$ cat src/rtl/adam_periph_uart_pkg.sv
// Shared UART peripheral definitions: rx FSM states and the parity helper also used by the TX.
package adam_periph_uart_pkg;

  localparam int unsigned SHIFT_W = 16;

  typedef enum logic [2:0] {
    RX_IDLE   = 3'd0,
    RX_START  = 3'd1,
    RX_DATA   = 3'd2,
    RX_PARITY = 3'd3,
    RX_STOP   = 3'd4
  } rx_state_t;

  // Expected parity bit; bits above the frame length must be zero.
  function automatic logic parity_bit(input logic [SHIFT_W-1:0] bits, input logic odd);
    return (^bits) ^ odd;
  endfunction

endpackage

$ cat src/rtl/adam_periph_uart_rx_sync.sv
// Two-flop synchroniser for the rx pin plus a falling-edge detect on the synchronised value.
module adam_periph_uart_rx_sync (
  input  logic clk,
  input  logic rst,
  input  logic rx,
  output logic rx_s,
  output logic fall_c
);

  logic meta_q;
  logic sync_q;
  logic prev_q;

  // Resets to the idle (high) line level so no edge is seen out of reset.
  always_ff @(posedge clk) begin
    if (!rst) begin
      meta_q <= 1'b1;
      sync_q <= 1'b1;
      prev_q <= 1'b1;
    end else begin
      meta_q <= rx;
      sync_q <= meta_q;
      prev_q <= sync_q;
    end
  end

  assign rx_s   = sync_q;
  assign fall_c = prev_q & ~sync_q;

endmodule

$ cat src/rtl/adam_periph_uart_rx.sv
// UART receiver: oversampled frame recovery with a valid/ready word port, error flags and pause handshake.
module adam_periph_uart_rx
  import adam_periph_uart_pkg::*;
#(
  parameter int unsigned DATA_WIDTH = 32
) (
  input  logic                  clk,
  input  logic                  rst,
  input  logic                  pause_req,
  output logic                  pause_ack,
  input  logic                  parity_select,
  input  logic                  parity_control,
  input  logic [3:0]            data_length,
  input  logic                  stop_bits,
  input  logic [DATA_WIDTH-1:0] baud_rate,
  input  logic                  rx,
  output logic [DATA_WIDTH-1:0] data,
  output logic                  data_valid,
  input  logic                  data_ready,
  output logic                  parity_error,
  output logic                  frame_error,
  output logic                  overrun
);

  typedef logic [DATA_WIDTH-1:0] data_t;

  rx_state_t          state_q, state_d;
  data_t              clk_count_q, clk_count_d;
  logic [3:0]         bit_count_q, bit_count_d;
  logic [SHIFT_W-1:0] shift_q, shift_d;
  logic               par_err_q, par_err_d;
  logic               frm_err_q, frm_err_d;
  logic               done_q, done_d;

  data_t data_d;
  logic  data_valid_d;
  logic  parity_error_d;
  logic  frame_error_d;
  logic  overrun_d;
  logic  pause_ack_d;

  logic rx_s;
  logic fall_c;
  logic half_hit_c;
  logic full_hit_c;

  adam_periph_uart_rx_sync u_sync (
    .clk    (clk),
    .rst    (rst),
    .rx     (rx),
    .rx_s   (rx_s),
    .fall_c (fall_c)
  );

  assign half_hit_c = (clk_count_q == (baud_rate >> 1));
  assign full_hit_c = (clk_count_q == baud_rate);

  always_ff @(posedge clk) begin
    if (!rst) begin
      state_q      <= RX_IDLE;
      clk_count_q  <= '0;
      bit_count_q  <= '0;
      shift_q      <= '0;
      par_err_q    <= 1'b0;
      frm_err_q    <= 1'b0;
      done_q       <= 1'b0;
      data         <= '0;
      data_valid   <= 1'b0;
      parity_error <= 1'b0;
      frame_error  <= 1'b0;
      overrun      <= 1'b0;
      pause_ack    <= 1'b0;
    end else begin
      state_q      <= state_d;
      clk_count_q  <= clk_count_d;
      bit_count_q  <= bit_count_d;
      shift_q      <= shift_d;
      par_err_q    <= par_err_d;
      frm_err_q    <= frm_err_d;
      done_q       <= done_d;
      data         <= data_d;
      data_valid   <= data_valid_d;
      parity_error <= parity_error_d;
      frame_error  <= frame_error_d;
      overrun      <= overrun_d;
      pause_ack    <= pause_ack_d;
    end
  end

  always_comb begin
    state_d        = state_q;
    clk_count_d    = clk_count_q + data_t'(1);
    bit_count_d    = bit_count_q;
    shift_d        = shift_q;
    par_err_d      = par_err_q;
    frm_err_d      = frm_err_q;
    done_d         = 1'b0;
    data_d         = data;
    data_valid_d   = data_valid;
    parity_error_d = parity_error;
    frame_error_d  = frame_error;
    overrun_d      = 1'b0;
    pause_ack_d    = 1'b0;

    // Frame recovery: every sample clears clk_count.
    case (state_q)
      RX_IDLE: begin
        clk_count_d = '0;
        if (fall_c && !pause_ack) begin
          state_d = RX_START;
        end
      end
      RX_START: begin
        if (half_hit_c) begin
          clk_count_d = '0;
          bit_count_d = '0;
          shift_d     = '0;
          par_err_d   = 1'b0;
          frm_err_d   = 1'b0;
          state_d     = rx_s ? RX_IDLE : RX_DATA;
        end
      end
      RX_DATA: begin
        if (full_hit_c) begin
          clk_count_d          = '0;
          shift_d[bit_count_q] = rx_s;
          if (bit_count_q == data_length - 4'd1) begin
            bit_count_d = '0;
            state_d     = parity_control ? RX_PARITY : RX_STOP;
          end else begin
            bit_count_d = bit_count_q + 4'd1;
          end
        end
      end
      RX_PARITY: begin
        if (full_hit_c) begin
          clk_count_d = '0;
          par_err_d   = (rx_s != parity_bit(shift_q, parity_select));
          state_d     = RX_STOP;
        end
      end
      RX_STOP: begin
        if (full_hit_c) begin
          clk_count_d = '0;
          if (!rx_s) begin
            frm_err_d = 1'b1;
          end
          // Returning to IDLE on the sample itself lets a back-to-back start edge be caught.
          if (bit_count_q == {3'b000, stop_bits}) begin
            state_d = RX_IDLE;
            done_d  = 1'b1;
          end else begin
            bit_count_d = bit_count_q + 4'd1;
          end
        end
      end
      default: state_d = RX_IDLE;
    endcase

    // Word delivery; a completed frame that cannot be stored is dropped as an overrun.
    if (done_q) begin
      if (data_valid && !data_ready) begin
        overrun_d = 1'b1;
      end else begin
        data_d         = data_t'(shift_q);
        parity_error_d = par_err_q;
        frame_error_d  = frm_err_q;
        data_valid_d   = 1'b1;
      end
    end else if (data_valid && data_ready) begin
      data_valid_d = 1'b0;
    end

    // Grant only with the FSM idle and the last frame's word already delivered.
    pause_ack_d = pause_req && (state_d == RX_IDLE) && !done_d;
  end

endmodule

$ cat config.mk
export PLATFORM = sky130hd
export DESIGN_NAME = adam_periph_uart_rx
export DESIGN_NICKNAME = d
export VERILOG_FILES = /design/src/rtl/adam_periph_uart_pkg.sv /design/src/rtl/adam_periph_uart_rx_sync.sv /design/src/rtl/adam_periph_uart_rx.sv
export SDC_FILE = /design/constraint.sdc
export NUM_CORES = 1
export LEC_CHECK = 0
export CAP_MARGIN = 10
export CORE_MARGIN = 1.5
export CORE_UTILIZATION = 40
export CTS_CLUSTER_SIZE = 40
export DETAILED_ROUTE_END_ITERATION = 12
export HOLD_SLACK_MARGIN = 0.15
export PLACE_DENSITY = 0.66
export SLEW_MARGIN = 20
export SYNTH_ARGS = -nofsm -noshare
export SYNTH_HDL_FRONTEND = slang
export SYNTH_SLANG_ARGS = --single-unit
$ cat constraint.sdc
create_clock -name clk -period 2.2 [get_ports clk]
set_input_delay 0.22 -clock clk [delete_from_list [all_inputs] [get_ports clk]]
set_output_delay 0.22 -clock clk [all_outputs]
set_load 0.05 [all_outputs]
# --- After elaboration in Yosys (flattened, before gate mapping) ---
# Index checks and enable logic that the tools add are counted.
totals:
  output_inout_bits: 37
  latch_bits: 0
  input_bits: 44
  romBits: 0
  mem_count: 0
  ff_bits: 82
  word_cells: 104
  mem_bits_rw: 0
op_classes:
  n_eq_ne: 16
  n_bitwise: 4
  shift: 0
  mux: 38
  n_div: 0
  addsub: 3
  n_lt_le_gt_ge: 2
  n_mul: 0
  reduce_logical: 25
ops:
  columns: ["cell", "n"]
  rows:
  - ["32-bit one-hot mux with 3 select lines", 1]
  - ["32-bit 2-to-1 mux", 2]
  - ["32-bit by 1-bit adder with 32-bit output, second input constant", 1]
  - ["32-bit by 31-bit == test with 1-bit output", 1]
  - ["32-bit == test", 1]
  - ["16-bit 2-to-1 mux", 2]
  - ["16-bit one-hot mux with 2 select lines", 1]
  - ["3-bit 2-to-1 mux", 8]
  - ["4-bit 2-to-1 mux", 5]
  - ["16-bit bitwise mux", 1]
  - ["16-bit XOR reduction", 1]
  - ["3-bit one-hot mux with 5 select lines", 1]
  - ["2-bit != test, second input constant", 7]
  - ["1-bit 2-to-1 mux", 12]
  - ["4-bit one-hot mux with 3 select lines", 1]
  - ["2-bit nonzero test", 4]
  - ["3-bit by 2-bit == test with 1-bit output, second input constant", 2]
  - ["1-bit logical AND", 6]
  - ["3-bit zero test", 2]
  - ["2-bit AND reduction", 3]
  - ["3-bit AND reduction", 2]
  - ["4-bit by 5-bit < comparator with 1-bit output, second input constant", 1]
  - ["5-bit AND reduction", 1]
  - ["4-bit by 1-bit adder with 4-bit output, second input constant", 1]
  - ["other kinds (17)", 21]

# --- Longest topological paths before layout ---
# Gate-level depths: netlist of run 1.
depth:
  word_depth: 8
  depth_mapped: 9
  mapped_depth_nobuf: 9

# --- By module ---
# From an unflattened synthesis of run 1, not the netlist that was laid out.
hier_totals:
  hier_cells: 585
  area_unflattened_um2: 4852.2
by_module_without_submodules:
  columns: ["module", "n_inst", "cells_per_inst", "area_per_inst_um2"]
  rows:
  - ["adam_periph_uart_rx", 1, 578, 4767.1]
  - ["adam_periph_uart_rx_sync", 1, 7, 85.1]

# --- Worst setup path after synthesis of run 1 ---
# No wires, ideal clock.
synth_timing:
  kind: "reg-to-reg"
  start: "register clk_count_q[14]"
  end: "register pause_ack"
  setup_ps: 118
  slack_ps: -62
  t_arrival_ps: 2144
  path_stages_with_launch: 9
  required_time_ps: 2082
  period_less_slack_ps: 2262
  cell_sequence: "dfxtp_1 -> buf_6 -> xor2_1 -> nor4_1 -> nand4_1 -> or2_1 -> or4_1 -> a311o_1 -> nor3b_1"
synth_between:
  elab_chain_cells: 6
synth_lines:
  columns: ["element", "line", "source"]
  rows:
  - ["start, declared", "adam_periph_uart_rx.sv:28", "data_t clk_count_q, clk_count_d;"]
  - ["start signal, assigned", "adam_periph_uart_rx.sv:75", "clk_count_q <= clk_count_d;"]
  - ["32-bit == test / 32-bit by 31-bit == test with 1-bit output (equally long branches)", "adam_periph_uart_rx.sv:56, adam_periph_uart_rx.sv:55", null]
  - ["3-bit 2-to-1 mux, on equally long branches", null, null]
  - ["3-bit one-hot mux with 5 select lines", "adam_periph_uart_rx.sv:106", "case (state_q)"]
  - ["3-bit zero test", "adam_periph_uart_rx.sv:175", "pause_ack_d = pause_req && (state_d == RX_IDLE) && !done_d;"]
  - ["1-bit logical AND", "adam_periph_uart_rx.sv:175", null]
  - ["1-bit logical AND (*)", "adam_periph_uart_rx.sv:175", null]
  - ["end signal, assigned", "adam_periph_uart_rx.sv:86", "pause_ack <= pause_ack_d;"]
  - ["end, declared", "adam_periph_uart_rx.sv:10", "output logic pause_ack,"]
# Every way passes the cells marked *; elsewhere a longest branch is shown, timed or not.
# A chain may end at the register's enable or synchronous reset.

# --- Worst setup path in the final report of run 1 ---
layout_timing:
  start: "input port baud_rate[10]"
  end: "register clk_count_q[27]"
layout_between:
  elab_chain_cells: 3
layout_lines:
  columns: ["element", "line", "source"]
  rows:
  - ["start, declared", "adam_periph_uart_rx.sv:15", "input logic [DATA_WIDTH-1:0] baud_rate,"]
  - ["32-bit == test / 32-bit by 31-bit == test with 1-bit output (equally long branches)", "adam_periph_uart_rx.sv:56, adam_periph_uart_rx.sv:55", null]
  - ["32-bit 2-to-1 mux, on equally long branches", null, null]
  - ["32-bit one-hot mux with 3 select lines (*)", "adam_periph_uart_rx.sv:106", null]
# Marked as above.

==> results of run 1 <==
worst max-delay path by stage:
stage          cells after the start  slack [ns]                  startpoint                         end
6_report                          10       -0.17               baud_rate[10]  clk_count_q[27]$_SDFF_PN0_
5_1_grt                            7       -0.22  clk_count_q[12]$_SDFF_PN0_        pause_ack$_SDFF_PN0_
4_1_cts                            7       -0.09   clk_count_q[8]$_SDFF_PN0_        pause_ack$_SDFF_PN0_
3_5_place_dp                       8       -0.52               baud_rate[26]        pause_ack$_SDFF_PN0_
3_3_place_gp                       8       -0.51               baud_rate[16]        pause_ack$_SDFF_PN0_
2_1_floorplan                      8       -0.04  clk_count_q[11]$_SDFF_PN0_        pause_ack$_SDFF_PN0_
logic make-up after synthesis:
kind of cell | count (synthesis) | share of synthesized area [%]
buffers and inverters | 59 | 6.85
other | 1 | 0.0825
XOR/XNOR | 117 | 22.5
adder cells (fa/ha/maj) | 6 | 1.65
AND/OR/NAND/NOR | 193 | 21.1
flip-flops | 82 | 36.1
AO/OA/AOI/OAI | 88 | 11.7
cells in the mapped netlist (2+ instances only):
cell       n  share of area, %
and2_1     4              0.55
o211ai_1  16               2.6
o41ai_1    2              0.39
nor2b_1    7              0.96
or4_1      2              0.33
nor3_1     3              0.33
nor2_1    45               3.7
and4_1     5              0.96
dfxtp_1   82                36
buf_2      6              0.66
buf_1      2              0.17
buf_6      3              0.74
nand2_1   54               4.5
xor2_1    64                12
ha_1       6               1.7
or3_1      5              0.69
nor4_1    11               1.5
buf_4     16               2.6
nand2b_1   6              0.83
clkbuf_1  22               1.8
a21oi_1   37               4.1
o21ai_0   22               2.4
and3_1     7              0.96
a41oi_1    2              0.39
inv_1     10              0.83
nand4_1   18               2.5
xnor2_1   53                10
nand3_1   18               2.0
nor3b_1    4              0.66
power groups by stage:
stage / registers [mW] / logic (mW) / clock network [mW]
3_3_place_gp: 1.54 / 0.368 / 0
2_1_floorplan: 1.54 / 0.211 / 0
4_1_cts: 1.50 / 0.379 / 1.49
5_1_grt: 1.50 / 0.430 / 1.55
3_5_place_dp: 1.54 / 0.371 / 0
6_report: 1.50 / 0.407 / 1.47
final cells by class:
type | instances | area share, %
multi-input combinational | 420 | 44.3
sequential | 82 | 26.4
timing repair buffer | 147 | 21.3
clock buffer | 9 | 3.60
tap | 140 | 2.80
clock inverter | 7 | 0.961
inverter | 10 | 0.601
placed cells by master, fill, tap and decap left out, types with 9 or more instances in the layout:
master and n:
dfxtp_1 74, clkdlybuf4s50_1 59, o211ai_1 16, nor2_1 44, conb_1 16, xor2_1 64
inv_1 10, nand4_1 18, nand3_1 18, a21oi_1 37, nor4_1 9, xnor2_1 49
buf_4 78, clkbuf_16 11, nand2_1 54, o21ai_1 14
through the flow:
stage / hold slack (ns) / area (um2) / util [%] / worst slack (ns)
after detailed placement: 0.393 / 5750 / 52.4 / -0.516
after CTS: 0.410 / 6130 / 55.9 / -0.0932
after global placement: 0.396 / 5750 / 52.4 / -0.510
final: 0.405 / 6250 / 56.9 / -0.171
after floorplan: 0.321 / 4610 / - / -0.0408
after global routing: 0.430 / 6250 / 56.9 / -0.221
registers in the layout, indices dropped and copies added (netlist names):
register / cells
pause_ack: 1
state_q: 3
overrun: 1
parity_error: 1
frm_err_q: 1
clk_count_q: 32
shift_q: 16
done_q: 1
u_sync.prev_q: 1
frame_error: 1
data_valid: 1
data: 16
bit_count_q: 4
u_sync.meta_q: 1
u_sync.rx_s: 1
par_err_q: 1
per-layer routing:
layer / vias to the layer above / routed length [um] / share of wire [%] / GRT usage, %
met5: - / 0 / 0 / 0
met3: 15 / 656 / 5.2 / 4.33
met4: 0 / 199 / 1.6 / 6.59
li1: 2077 / - / - / -
met1: 1985 / 5800 / 46 / 27.8
met2: 132 / 5980 / 47 / 35.9
repair_timing:
item / 4_1_cts / 5_1_grt
gates cloned: 0 / 2
buffers inserted: 4 / 0
pin swaps: 12 / 18
setup endpoints to repair: 56 / 56
gates resized for setup: 18 / 29
worst register-to-register path, stage by stage, from the launching register on:
cell and delay, ns:
dfxtp_1 0.34, xor2_1 0.17, nor4_1 0.32, nand4_1 0.17, or2_1 0.28, buf_4 0.18
buf_4 0.16, o221ai_4 0.31, clkbuf_16 0.26, nor2_1 0.06
==> Flow_metrics.wiki, run 1 <==
{| class="wikitable"
! Metric !! Value
|-
| Result of the run || complete, but fails checks
|-
| Violations in the final reports || negative setup slack
|-
| Chain of cells forming the critical path || clkdlybuf4s50_1 -> xor2_1 -> nor4_1 -> nand4_1 -> or2_1 -> buf_4 -> buf_4 -> o221ai_4 -> clkbuf_16 -> nor2_1
|-
| RSZ-0062 raised after global routing || yes
|-
| Floorplan die height || 110 um
|-
| # setup viols final || 50
|-
| Num CTS Buffers || 9
|-
| Required time at the worst-slack endpoint || 2.44 ns
|-
| Total power || 3.38 mW
|-
| Worst-case setup margin in the final layout || -0.171 ns
|-
| Overflow left after global routing || 0
|-
| Clk network pwr share || 43.5%
|-
| Fill cell count || 1016
|-
| Wire length per cell || 15.5 um
|-
| Slew @ Worst Pin || 0.691 ns
|-
| Crit-path max FO || 16
|-
| Hold Crit Class || reg -> reg
|-
| Combined buffer and inverter count along the critical path || 4
|-
| Origin of the critical flop-to-flop path || clk_count_q[9]$_SDFF_PN0_
|-
| Cell with the biggest individual delay on the critical path || clkdlybuf4s50_1
|-
| Family with the most delay on the worst path || buffers and inverters
|-
| Endpoint arrival time on the critical path || 2.61 ns
|-
| Beginning of the worst hold path || u_sync.meta_q$_SDFF_PN1_
|-
| Weighted congestion reported at the end of routability-driven placement || 0.970
|-
| Async set-reset flop share out of synthesis || 0%
|-
| Switching power || 0.920 mW
|-
| Count of input and output buffers || 64
|-
| Main synth FF type || dfxtp_1
|-
| Ratio of cells with drive above 1 in the final layout || 18.7%
|-
| Worst clock skew || 0.0115 ns
|-
| Reg2Reg Depth || 9
|-
| Layout overhead on the synthesized area || 37.5%
|-
| YS warnings || 0
|-
| Crit Reg-Reg Endpoint || clk_count_q[27]$_SDFF_PN0_
|-
| Final hold viol count || 0
|-
| Count of state elements after synthesis || 82
|-
| Count of flip-flops with a built-in enable after synthesis || 0
|-
| Total length of routed wires || 12.6 mm
|-
| Max frequency || 422 MHz
|-
| Number of max-slew violations in the final report || 0
|-
| Count of boundary I/O pins || 81
|-
| Part of the Yosys area used for sequential elements || 36.1%
|-
| Total die area || 0.0120 mm2
|-
| Most Frequent Cell on Critical Path || buf_4
|-
| Maximum root-to-sink buffer count || 2
|-
| Die Width || 110 um
|-
| Crit end category || flip-flop
|-
| Via density per instance || 5.16
|-
| Crit path launch type || primary input
|-
| Total number of vias || 4209
|-
| Relative slew margins || 53.7%
|-
| Clock-pin slew of the registers on the worst-case setup and hold paths || 0.06 ns
|-
| Initial antenna violation count || 0
|-
| Period utilisation layout || 108%
|-
| Switching power share of the total || 27.2%
|-
| Core Footprint || 0.0110 mm2
|-
| Fraction of power consumed by sequential logic || 44.4%
|-
| First-pass GRT wire length || 19.5 mm
|-
| Residual DRC count || 0
|-
| Count of different cell masters after synthesis || 43
|-
| Area of the mapped netlist || 0.00455 mm2
|-
| Combined global-route utilization of all metal layers || 21.5%
|-
| Number of maximum-capacitance constraint violations || 0
|-
| Worst setup path category || in -> reg
|-
| N_diodes || 0
|-
| Setup TNS || -4.91 ns
|-
| Largest stage delay on the critical path || 0.47 ns
|-
| Clk sinks || 82
|-
| Clock Root Buffer || clkbuf_16
|-
| Syn avg cell area || 8.33 um2
|-
| Area of combinational cells with multiple inputs || 0.00277 mm2
|-
| VDD IR-drop max || 0.554 mV
|-
| Combinational fraction of design power || 12.0%
|-
| Number of cells in the finished layout apart from fillers || 815
|-
| Cell Count Post-Placement || 793
|-
| Number of design-rule violations left by the first detailed-router iteration || 252
|-
| Combined flip-flop and latch cell area || 0.00165 mm2
|-
| Cell Int Power || 2.46 mW
|-
| Number of cell rows || 38
|-
| Crit path time final || 2.37 ns
|-
| Maximum level of the CTS H-tree || 3
|-
| DP HPWL || 9.20 mm
|-
| Antenna-violating nets left || 0
|-
| Starting density of the core || 41.4%
|-
| Cells after synthesis || 546
|-
| TritonCTS clock tree || yes
|-
| Number of iterations in the first detailed-routing pass || 5
|-
| Clk_lat worst skew || 0.35 ns
|-
| Total number of nets in the final design || 720
|-
| Power density over cell area || 541 mW/mm2
|-
| Hold Path End || u_sync.rx_s$_SDFF_PN1_
|-
| Standby leakage power || 2.41 nW
|-
| Hold Path Depth || 1
|-
| Reg-to-reg setup timing slack || -0.15 ns
|-
| Maximum number of pins on one net before global-route repair || 37
|-
| Hold_buf cts || 0
|-
| Number of global-route vias before repair || 3981
|}
Note: power is estimated with default switching activity, not from simulation.
==> inputs of run 2 (changes only) <==
Settings changed: ABC_CLOCK_PERIOD_IN_PS set to 2200.
==> results of run 2 <==
No change in the layout: final DEF, timing and power equal those of run 1.
